--- src/rtl/am_tune_ctrl.sv ---
// am_tune_ctrl: turns five front-panel buttons into NCO phase-increment updates
// with debounce, press/auto-repeat, saturation and preset cycling.
module am_tune_ctrl #(
    parameter int unsigned         PHASE_W     = 40,
    parameter int unsigned         DEB_CYCLES  = 1000000,
    parameter int unsigned         RPT_DELAY   = 50000000,
    parameter int unsigned         RPT_PERIOD  = 10000000,
    parameter logic [PHASE_W-1:0]  FINE_STEP   = 40'h10c6f7,
    parameter logic [PHASE_W-1:0]  COARSE_STEP = 40'h346dc5d,
    parameter logic [PHASE_W-1:0]  PINC_MIN    = 40'h0a7c5ac47,
    parameter logic [PHASE_W-1:0]  PINC_MAX    = 40'h47ae147ae1,
    parameter logic [PHASE_W-1:0]  PRESET0     = 40'h2656abde3,
    parameter logic [PHASE_W-1:0]  PRESET1     = 40'h41fc8f323,
    parameter logic [PHASE_W-1:0]  PRESET2     = 40'h1e98dcdb3,
    parameter logic [PHASE_W-1:0]  PRESET3     = 40'h17f62b6ae
) (
    input  logic               CLK,
    input  logic               RST,
    input  logic               btn_up,
    input  logic               btn_down,
    input  logic               btn_right,
    input  logic               btn_left,
    input  logic               btn_preset,
    output logic [PHASE_W-1:0] phase_inc,
    output logic               retune,
    output logic [1:0]         preset_idx,
    output logic [1:0]         state_dbg
);
    localparam int unsigned DCW  = $clog2(DEB_CYCLES + 1);
    localparam int unsigned TMAX = (RPT_DELAY > RPT_PERIOD) ? RPT_DELAY : RPT_PERIOD;
    localparam int unsigned TW   = $clog2(TMAX + 1);

    typedef enum logic [1:0] {
        IDLE   = 2'd0,
        STEP   = 2'd1,
        HOLD   = 2'd2,
        REPEAT = 2'd3
    } state_t;

    logic [4:0]             raw;
    logic [4:0]             sync1_q;
    logic [4:0]             sync2_q;
    logic [4:0]             deb_q;
    logic [4:0]             deb_d;
    logic [4:0][DCW-1:0]    cnt_q;
    logic [4:0][DCW-1:0]    cnt_d;
    logic                   prev_q;
    logic                   preset_edge;
    state_t                 state_q;
    state_t                 state_d;
    logic [2:0]             cmd;
    logic [2:0]             cmd_q;
    logic [2:0]             cmd_d;
    logic [TW-1:0]          timer_q;
    logic [TW-1:0]          timer_d;
    logic [PHASE_W-1:0]     phase_inc_q;
    logic [PHASE_W-1:0]     phase_inc_d;
    logic [1:0]             preset_idx_q;
    logic [1:0]             preset_idx_d;
    logic                   retune_q;
    logic                   up;
    logic                   dn;
    logic                   rt;
    logic                   lf;
    logic [PHASE_W-1:0]     step_mag;
    logic [PHASE_W:0]       sum;
    logic [PHASE_W-1:0]     stepped;
    logic [1:0]             nxt_idx;
    logic [PHASE_W-1:0]     nxt_preset;

    assign raw = {btn_preset, btn_left, btn_right, btn_down, btn_up};

    // A level change is accepted after DEB_CYCLES consecutive differing samples.
    always_comb begin
        deb_d = deb_q;
        cnt_d = '0;
        for (int i = 0; i < 5; i++) begin
            if (sync2_q[i] != deb_q[i]) begin
                if (cnt_q[i] == DCW'(DEB_CYCLES - 1)) deb_d[i] = ~deb_q[i];
                else cnt_d[i] = cnt_q[i] + 1'b1;
            end
        end
    end

    // Opposing buttons cancel; a coarse command outranks a fine one.
    assign up  = deb_q[0] & ~deb_q[1];
    assign dn  = deb_q[1] & ~deb_q[0];
    assign rt  = deb_q[2] & ~deb_q[3];
    assign lf  = deb_q[3] & ~deb_q[2];
    assign cmd = up ? 3'b110 : dn ? 3'b111 : rt ? 3'b100 : lf ? 3'b101 : 3'b000;

    assign preset_edge = deb_q[4] & ~prev_q;
    assign nxt_idx     = preset_idx_q + 2'd1;
    assign nxt_preset  = (nxt_idx == 2'd0) ? PRESET0 :
                         (nxt_idx == 2'd1) ? PRESET1 :
                         (nxt_idx == 2'd2) ? PRESET2 : PRESET3;

    // One extra bit exposes a borrow or carry so the result saturates instead of wrapping.
    assign step_mag = cmd_q[1] ? COARSE_STEP : FINE_STEP;
    assign sum      = cmd_q[0] ? {1'b0, phase_inc_q} - {1'b0, step_mag}
                               : {1'b0, phase_inc_q} + {1'b0, step_mag};
    assign stepped  = (cmd_q[0] && sum[PHASE_W])  ? PINC_MIN :
                      (sum > {1'b0, PINC_MAX})     ? PINC_MAX :
                      (sum < {1'b0, PINC_MIN})     ? PINC_MIN : sum[PHASE_W-1:0];

    always_comb begin
        state_d      = state_q;
        cmd_d        = cmd_q;
        timer_d      = timer_q;
        phase_inc_d  = phase_inc_q;
        preset_idx_d = preset_idx_q;
        case (state_q)
            IDLE: begin
                if (preset_edge) begin
                    preset_idx_d = nxt_idx;
                    phase_inc_d  = nxt_preset;
                end else if (cmd[2]) begin
                    state_d = STEP;
                    cmd_d   = cmd;
                end
            end
            STEP: begin
                phase_inc_d = stepped;
                timer_d     = TW'(RPT_DELAY);
                state_d     = HOLD;
            end
            default: begin
                if (!cmd[2]) begin
                    state_d = IDLE;
                end else if (cmd != cmd_q) begin
                    state_d = STEP;
                    cmd_d   = cmd;
                end else if (timer_q == TW'(1)) begin
                    phase_inc_d = stepped;
                    timer_d     = TW'(RPT_PERIOD);
                    state_d     = REPEAT;
                end else begin
                    timer_d = timer_q - 1'b1;
                end
            end
        endcase
    end

    always_ff @(posedge CLK or posedge RST) begin
        if (RST) begin
            sync1_q      <= '0;
            sync2_q      <= '0;
            deb_q        <= '0;
            cnt_q        <= '0;
            prev_q       <= 1'b0;
            state_q      <= IDLE;
            cmd_q        <= '0;
            timer_q      <= '0;
            phase_inc_q  <= PRESET0;
            preset_idx_q <= 2'd0;
            retune_q     <= 1'b0;
        end else begin
            sync1_q      <= raw;
            sync2_q      <= sync1_q;
            deb_q        <= deb_d;
            cnt_q        <= cnt_d;
            prev_q       <= deb_q[4];
            state_q      <= state_d;
            cmd_q        <= cmd_d;
            timer_q      <= timer_d;
            phase_inc_q  <= phase_inc_d;
            preset_idx_q <= preset_idx_d;
            retune_q     <= phase_inc_d != phase_inc_q;
        end
    end

    assign phase_inc  = phase_inc_q;
    assign retune     = retune_q;
    assign preset_idx = preset_idx_q;
    assign state_dbg  = state_q;
endmodule

--- config.mk ---
export PLATFORM = sky130hd
export DESIGN_NAME = am_tune_ctrl
export DESIGN_NICKNAME = d
export VERILOG_FILES = /design/src/rtl/am_tune_ctrl.sv
export SDC_FILE = /design/constraint.sdc
export NUM_CORES = 1
export LEC_CHECK = 0
export BUFFER_PORTS_ARGS = -buffer_cell sky130_fd_sc_hd__buf_2
export CORE_ASPECT_RATIO = 0.6
export CORE_MARGIN = 2
export CORE_UTILIZATION = 45
export CTS_CLUSTER_SIZE = 20
export DETAILED_ROUTE_END_ITERATION = 10
export HOLD_SLACK_MARGIN = 0.12
export PLACE_DENSITY = 0.65
export SYNTH_ARGS = -nofsm -noshare
export SYNTH_HDL_FRONTEND = slang
export SYNTH_SLANG_ARGS = --single-unit
export TNS_END_PERCENT = 100
--- constraint.sdc ---
create_clock -name CLK -period 7.1 [get_ports CLK]
set_input_delay 1.42 -clock CLK [delete_from_list [all_inputs] [get_ports CLK]]
set_output_delay 1.42 -clock CLK [all_outputs]
set_load 0.05 [all_outputs]
Word level (Yosys, flattened, before mapping)

Index checks and enable logic that the tools add are counted.

Flip-flop bits (word level): 190
Output and inout port bits: 45
Word-level logic and storage cells: 119

Add/sub/neg operators: 9
Magnitude comparators: 2
Eq/ne operators: 20
Mux-type cells: 42
Bitwise gates (word level): 13
Reductions and logical operators: 14

Operators with widths:

| kind                                                                              | number |
|---|---|
| 40-bit 2-to-1 mux                                                                 | 7 |
| 20-bit 2-to-1 mux                                                                 | 10 |
| 26-bit 2-to-1 mux                                                                 | 4 |
| 20-bit by 1-bit adder with 20-bit output, second input constant                   | 5 |
| 20-bit equality test, second input constant                                       | 5 |
| 40-bit case mux with 2 select lines                                               | 1 |
| 35-bit 2-to-1 mux                                                                 | 2 |
| 26-bit case mux with 2 select lines                                               | 1 |
| 40-bit by 26-bit adder with 41-bit output                                         | 1 |
| 41-bit by 39-bit greater-than comparator with 1-bit output, second input constant | 1 |
| 41-bit by 32-bit less-than comparator with 1-bit output, second input constant    | 1 |
| 41-bit 2-to-1 mux                                                                 | 1 |
| 40-bit by 26-bit subtractor with 41-bit output                                    | 1 |
| 40-bit inequality test                                                            | 1 |
| 32-bit 2-to-1 mux                                                                 | 1 |
| 26-bit by 1-bit equality test with 1-bit output, second input constant            | 1 |
| 26-bit by 1-bit subtractor with 26-bit output, second input constant              | 1 |
| 3-bit 2-to-1 mux                                                                  | 8 |
| 2-bit AND reduction                                                               | 6 |
| 2-bit 2-to-1 mux                                                                  | 5 |
| 1-bit NOT                                                                         | 8 |
| 3-bit case mux with 2 select lines                                                | 1 |
| 3-bit AND reduction                                                               | 2 |
| 1-bit bitwise AND                                                                 | 5 |
| other kinds (13)                                                                  | 21 |

Logic depth before layout (Yosys ltp)

Gate-level depths: netlist of the first run.

Depth after elaboration: 12
Gate-level depth with buffers: 33
Mapped depth without buffers: 28

Worst setup path before layout of the first run

Ideal clock, no wire load.

Path kind: reg-to-reg
From: register cmd_q[0]
To: register retune_q, in the netlist retune
Library setup time: 139 ps
Arrival time: 5794 ps
Required time: 6961 ps
Slack: 1167 ps
Stages on the path, launching flop included: 30
Buffers on the path: 5
Path through: dfrtp_1 -> buf_6 -> xor2_4 -> buf_6 -> buf_8 -> buf_4 -> xnor2_1 -> ha_1 -> o21ai_0 -> nand3b_1 -> nand4_1 -> nand2_1 -> o21ai_1 -> and2_1 -> buf_2 -> o21ai_0 -> nand2_1 -> nand2_1 -> a21o_1 -> a21oi_1 -> ha_1 -> o311a_1 -> nor4b_4 -> nor2_1 -> a31oi_4 -> nand3_2 -> or3_4 -> a311o_1 -> nor4_1 -> nand4b_1

Word-level cells in the longest chain between the ends: 10

Ends and longest elaborated chain:

| element                                                 | RTL line | RTL |
|---|---|---|
| start, declared                                         | 52       | `logic [2:0] cmd_q;` |
| start signal, assigned                                  | 164      | `cmd_q <= cmd_d;` |
| 41-bit 2-to-1 mux                                       | 100      | `assign sum = cmd_q[0] ? {1'b0, phase_inc_q} - {1'b0, step_mag}` |
| 41-bit by 32-bit less-than comparator with 1-bit output | 104      | `(sum < {1'b0, PINC_MIN}) ? PINC_MIN : sum[PHASE_W-1:0];` |
| 40-bit 2-to-1 mux                                       | 104      |  |
| 40-bit 2-to-1 mux                                       | 103      | `(sum > {1'b0, PINC_MAX}) ? PINC_MAX :` |
| 40-bit 2-to-1 mux                                       | 102      | `assign stepped = (cmd_q[0] && sum[PHASE_W]) ? PINC_MIN :` |
| 40-bit 2-to-1 mux                                       | 133      | `end else if (timer_q == TW'(1)) begin` |
| 40-bit 2-to-1 mux                                       | 130      | `end else if (cmd != cmd_q) begin` |
| 40-bit 2-to-1 mux                                       | 128      | `if (!cmd[2]) begin` |
| 40-bit case mux with 2 select lines *                   | 112      | `case (state_q)` |
| 40-bit inequality test *                                | 168      | `retune_q <= phase_inc_d != phase_inc_q;` |
| end signal, assigned                                    | 168      |  |
| end, declared                                           | 60       | `logic retune_q;` |

Every way passes the cells marked *; elsewhere a longest branch is shown, timed or not.
A chain may end at the register's enable or synchronous reset.

Worst setup path after layout of the first run

Same ends and word-level chain as after synthesis.

==> results of run 1 <==
-- registers in the layout, summed over array words and instances (netlist names), 3 cells and up --
register / count
sync2_q: 5
cnt_q: 100
phase_inc: 40
deb_q: 5
sync1_q: 5
timer_q: 26
cmd_q: 3
-- worst reg2reg max path, delay by kind of cell, from the launching register on --
kind,cells,cell delay [ns]
AOI/OAI and AO/OA,12,3.35
and+or+nand+nor,8,1.63
adders and majority gates,2,0.70
DFF,1,0.60
buffers and inverters,1,0.45
-- final cells by class --
| type | instances | area (um2) |
|---|---|---|
| diodes | 1 | 2.502 |
| clock buffers | 23 | 488.0 |
| clock inverters | 9 | 123.9 |
| fillers | 3137 | 16320 |
| inverters | 45 | 176.4 |
| multi-input cells | 1492 | 9489 |
| flip-flops and latches | 190 | 4780 |
| well taps | 424 | 530.5 |
| repair buffers | 91 | 568.0 |
-- power breakdown --
| group | total [mW] | internal (mW) | switching, mW |
|---|---|---|---|
| Combinational | 0.0462 | 0.0102 | 0.0361 |
| Clock | 1.02 | 0.565 | 0.450 |
| Sequential | 1.10 | 1.09 | 0.00820 |
-- placed cells by master, fill, tap and decap left out, types with 17 or more instances in the layout --
cell type  synthesis  routed
dfrtp_1          170     170
o21ai_0          120     120
nand3_1           70      70
nor4_1            27      27
and4_1            19      19
or3_1             35      35
inv_1             45      44
a211oi_1          22      21
clkbuf_16          0      17
xor2_1            51      51
nor3_1            62      62
nand2_1          165     165
a21oi_1          128     128
xnor2_1           67      67
and2_1            18      18
mux2i_1           20      20
nor2_1           223     221
or2_2             17      17
a31oi_1           20      20
ha_1              45      41
a21o_1            21      21
nand4_1           26      26
and3_1            45      45
buf_4              1      39
buf_2              6      51
dfstp_2           20      20
-- per-layer routing --
metal | up-vias | share of wire (%) | global-route usage, %
li1 | 6761 | - | -
met1 | 7081 | 47 | 47.92
met2 | 820 | 35 | 37.53
met3 | 66 | 16 | 16.75
met4 | 0 | 1.4 | 6.086
met5 | - | 0 | 0
-- cell families (layout without fill, tap and decap cells) --
group	Yosys count	count (layout)	synth area share (%)
multiplexers	27	27	1.879
AND/OR/NAND/NOR	792	792	27.48
other	0	1	0
XOR/XNOR	123	123	7.796
buffers and inverters	144	168	4.096
adder cells (fa/ha/maj)	47	47	3.936
AO/OA/AOI/OAI	503	503	22.61
flip-flops	190	190	32.20
-- worst max path at each step --
stage / from / end / slack (ns)
2_1_floorplan: RST / cmd_q[0] / 0.54
3_3_place_gp: cmd_q[0] / retune / 0.38
3_5_place_dp: cmd_q[0] / retune / 0.48
4_1_cts: cmd_q[0] / retune / 0.43
5_1_grt: cmd_q[0] / retune / -0.01
6_report: cmd_q[0] / retune / 0.30
-- through the flow --
| step | setup WS (ns) | power [mW] | hold WS, ns |
|---|---|---|---|
| 2_1_floorplan | 0.5426 | 1.154 | 0.3312 |
| 3_3_place_gp | 0.3835 | 1.168 | 0.3333 |
| 3_5_place_dp | 0.4776 | 1.170 | 0.3411 |
| 4_1_cts | 0.4329 | 2.185 | 0.3496 |
| 5_1_grt | -0.01386 | 2.236 | 0.3602 |
| 6_report | 0.3015 | 2.162 | 0.3534 |
-- timing repair --
action,CTS,global route
gates resized for setup,0,9
hold buffers,0,0
endpoints found under the hold margin,0,0
endpoints found under the setup margin,0,1
setup buffers,0,0
==> flow_summary.yaml, run 1 <==
power_and_ir_drop:
  ir_drop_v: 0.0001895
  p_leak_nw: 6.833
  power.density_nw_per_um2: 133.8
finish:
  utilization_pct: 49.75
  layout-drive-gt1-share_pct: 11.14
  area_delta_synth_final_pct: 8.841
  fin_area_um2: 16160
  nets: 1889
  layoutNonFillerInstCount: 2275
critical_path:
  path_class: "flip-flop to flip-flop"
  arrival_ns: 7.19
  cp.buffers_inverters: 1
  r2r-start: "cmd_q[0]"
  cp_top_family: "compound AO/OA/AOI/OAI gates"
  slowest_delay_ns: 0.99
  crit_required_ns: 7.49
  timing.critical_path.mode_cell: "a21oi_1"
  r2r_cells: 23
  r2r_slack_ns: 0.30
  regToRegEndpoint: "retune"
  path_cells: "buf_4 -> ha_1 -> o21a_1 -> a21oi_1 -> a211oi_2 -> or3_1 -> a21oi_1 -> and2_1 -> o21ai_0 -> nand2_1 -> nand2_1 -> a21o_1 -> a21oi_1 -> ha_1 -> o311a_1 -> nor4b_4 -> nor2_1 -> a31o_2 -> a21oi_1 -> a2111oi_0 -> a311o_1 -> nor4_1 -> nand4b_1"
  path_max_fanout: 24
  crit_slowest_cell: "a2111oi_0"
  critPathCaptureType: "flip-flop"
  start_kind: "flip-flop"
  crit_cells: 23
detailed_routing:
  first_iter_violations: 1862
  drt-total-wl_um: 54340
  vias: 14730
  first_pass_iters: 6
  avgRoutedWirePerCell_um: 23.89
  via_per_inst: 6.474
  drc: 0
  antenna_left: 0
yosys:
  ys.flop_type: "dfrtp_1"
  synthTopCellsByCount: "223 x nor2_1, 170 x dfrtp_1, 165 x nand2_1, 128 x a21oi_1, 120 x o21ai_0"
  yosysMostFrequentCell: "nor2_1"
  synth_cells: 1826
  syn_area_um2: 14850
  synth_cell_type_count: 99
  synth_edf_count: 0
  synth_top_area_share_pct: 28.66
  avgSynthCellArea_um2: 8.130
  ys_ff_latch: 190
  synth-async-reset-ratio_pct: 100.0
  yosys_warnings: 0
  yosysSeqAreaShare_pct: 32.20
  synth_top_area_cell: "dfrtp_1"
  synthTopCellsByArea: "dfrtp_1 29%, nor2_1 5.6%, a21oi_1 4.3%"
  syn_nets: 1878
cts:
  ctsRootBufferMaster: "clkbuf_16"
  insertion_delay_ns: 0.46
  path_clk_slew_ns: 0.08
  clock-sinks: 190
  cts_tree: "built"
  htree_num_levels: 4
  numCtsBuffers: 17
  clk_path_buf_depth: 2
placement:
  placed_cells: 2242
  placedInstanceArea_um2: 15520
  dp_hpwl_um: 41250
  io_buffers: 51
  gp_congestion: 1.043
worst_hold_path:
  min-delay-start: "sync1_q[4]"
  whs_path_depth: 0
  holdPathEnd: "sync2_q[4]"
  min_path_type: "flip-flop to flip-flop"
global_routing:
  grt_pass1_wl_um: 81360
  grt-ovfl-total: 0
  antenna_found_initial: 1
  grt_max_degree: 124
  grt_pass1_vias: 13050
  track_usage_pct: 31.48
timing:
  setup_tns_ns: 0
  maxSlewHeadroom_pct: 22.65
  report.final.slew_viol_count: 0
  hold_violations: 0
  clock_skew_ns: 0.01331
  fmax_mhz: 147.1
  tightest_slew_ns: 1.131
  fin_crit_ns: 6.799
  fin_crit_sh_pct: 95.75
  setup_viol: 0
flow_run:
  drv_cap: 0
die:
  die_x_um: 238.5
  core_area_um2: 32480
  initial_core_util_pct: 45.71
  die-area_um2: 34510
  rows: 51
  ios: 52
  die_h_um: 144.7
status:
  status: "finished clean"
(Power assumes the default switching activity.)
==> inputs of run 2 (changes only) <==
- clock period: 7.1 -> 7.9 ns (I/O delays scaled with it)
==> flow_summary.yaml, run 2 (synthesis results as in run 1) <==
detailed_routing:
  vias: 14750
  first_iter_violations: 1898
  antenna_left: 0
  avgRoutedWirePerCell_um: 23.61
  via_per_inst: 6.508
  drc: 0
  first_pass_iters: 8
  drt-total-wl_um: 53500
finish:
  nets: 1879
  regMostFlops: "cnt_q"
  utilization_pct: 49.52
  layout_commonest_cell: "nor2_1"
  layout-drive-gt1-share_pct: 10.27
  final_cell_mix: "222 x nor2_1, 170 x dfrtp_1, 165 x nand2_1"
  fin_area_um2: 16080
  area_delta_synth_final_pct: 8.344
  largest_reg_flops: 100
cts:
  path_clk_slew_ns: 0.08
  insertion_delay_ns: 0.45
  ctsResizeCount: 0
  clock-sinks: 190
  numCtsBuffers: 17
  htree_num_levels: 4
  postCtsHoldBufs: 0
  cts_tree: "built"
  ctsRootBufferMaster: "clkbuf_16"
  post_cts_buffers: 0
  clk_path_buf_depth: 2
critical_path:
  start_kind: "flip-flop"
  path_cells: "buf_4 -> inv_1 -> ha_1 -> a211oi_1 -> a21oi_1 -> o21ai_0 -> nand2_1 -> o21ai_1 -> and2_1 -> o21ai_0 -> nand2_1 -> nand2_1 -> a21o_1 -> a21oi_1 -> ha_1 -> o311a_1 -> nor4b_4 -> nor2_1 -> a31oi_4 -> nand3_2 -> or3_4 -> a311o_1 -> nor4_1 -> nand4b_1"
  arrival_ns: 7.66
  slowest_delay_ns: 0.55
  path_max_fanout: 27
  timing.critical_path.mode_cell: "nand2_1"
  crit_slowest_cell: "a31oi_4"
  critPathCaptureType: "flip-flop"
  crit_required_ns: 8.23
  path_class: "flip-flop to flip-flop"
timing:
  maxSlewHeadroom_pct: 19.81
  tightest_slew_ns: 1.192
  fin_crit_sh_pct: 92.84
  fin_crit_ns: 7.334
  setup_viol: 0
  hold_violations: 0
  rsz0062_at_grt: "false"
  report.final.slew_viol_count: 0
  setup_tns_ns: 0
  whs_ns: 0.3497
  clock_skew_ns: 0.01259
  fmax_mhz: 136.4
power_and_ir_drop:
  p_leak_nw: 6.804
  power.density_nw_per_um2: 124.0
  ir_drop_v: 0.0001589
  power.total_mw: 1.994
die:
  die_h_um: 144.7
  rows: 51
  die_x_um: 238.5
  initial_core_util_pct: 45.71
  ios: 52
  die-area_um2: 34510
  core_area_um2: 32480
global_routing:
  antenna_found_initial: 1
  grt_max_degree: 115
  grt_pass1_wl_um: 81500
  track_usage_pct: 31.25
  grt_pass1_vias: 13280
  grt-ovfl-total: 0
worst_hold_path:
  min_path_type: "flip-flop to flip-flop"
flow_run:
  drv_cap: 0
status:
  status: "finished clean"
placement:
  io_buffers: 51
  gp_congestion: 1.058
  placedInstanceArea_um2: 15430
  dp_hpwl_um: 40100
-- run 2: worst max-delay path: cells and delay by family, from the launching register on --
family / cells / cell delay, ns
simple gates: 10 / 2.71
buf+inv: 2 / 0.70
compound gates: 10 / 2.75
fa+ha+maj: 2 / 0.67
flops: 1 / 0.36
-- run 2: final timing paths --
kind | slack, ns | from | end | depth (start not counted)
max | 0.57 | cmd_q[0] | retune | 24
min | 0.35 | sync1_q[2] | sync2_q[2] | 0
max reg2reg | 0.57 | cmd_q[0] | retune | 24
min reg2reg | 0.35 | sync1_q[2] | sync2_q[2] | 0
max in group asynchronous | 5.06 | RST | cnt_q[5] | 3
min in group asynchronous | 1.28 | RST | phase_inc[38] | 2
-- run 2: stage by stage --
stage               cells  worst slack, ns
floorplan            1826            1.183
global placement     2232            1.075
detailed placement   2232           0.8658
CTS                  2264           0.8377
global route         2264           0.2378
finish               2266           0.5659
-- run 2: power breakdown --
group / switching (mW) / internal, mW / leakage, nW
sequential: 0.00759 / 0.981 / 2.55
clock: 0.404 / 0.560 / 0.315
combinational: 0.0323 / 0.00922 / 3.94
total: 0.444 / 1.55 / 6.80
-- run 2: final cells by class --
class | count | area (um2)
Antenna cell | 2 | 5.005
Clock buffer | 21 | 470.5
Clock inverter | 11 | 176.4
Fill cell | 3098 | 16400
Inverter | 45 | 176.4
Multi-Input combinational cell | 1492 | 9465
Sequential cell | 190 | 4780
Tap cell | 424 | 530.5
Timing Repair Buffer | 81 | 480.5
-- run 2: routing by layer --
| layer | track usage [%] | up-vias | wire length [um] |
|---|---|---|---|
| li1 | - | 6764 | - |
| met1 | 47.63 | 7044 | 25730 |
| met2 | 38.61 | 852 | 19320 |
| met3 | 13.94 | 82 | 7467 |
| met4 | 6.974 | 5 | 857 |
| met5 | 2.742 | - | 116 |
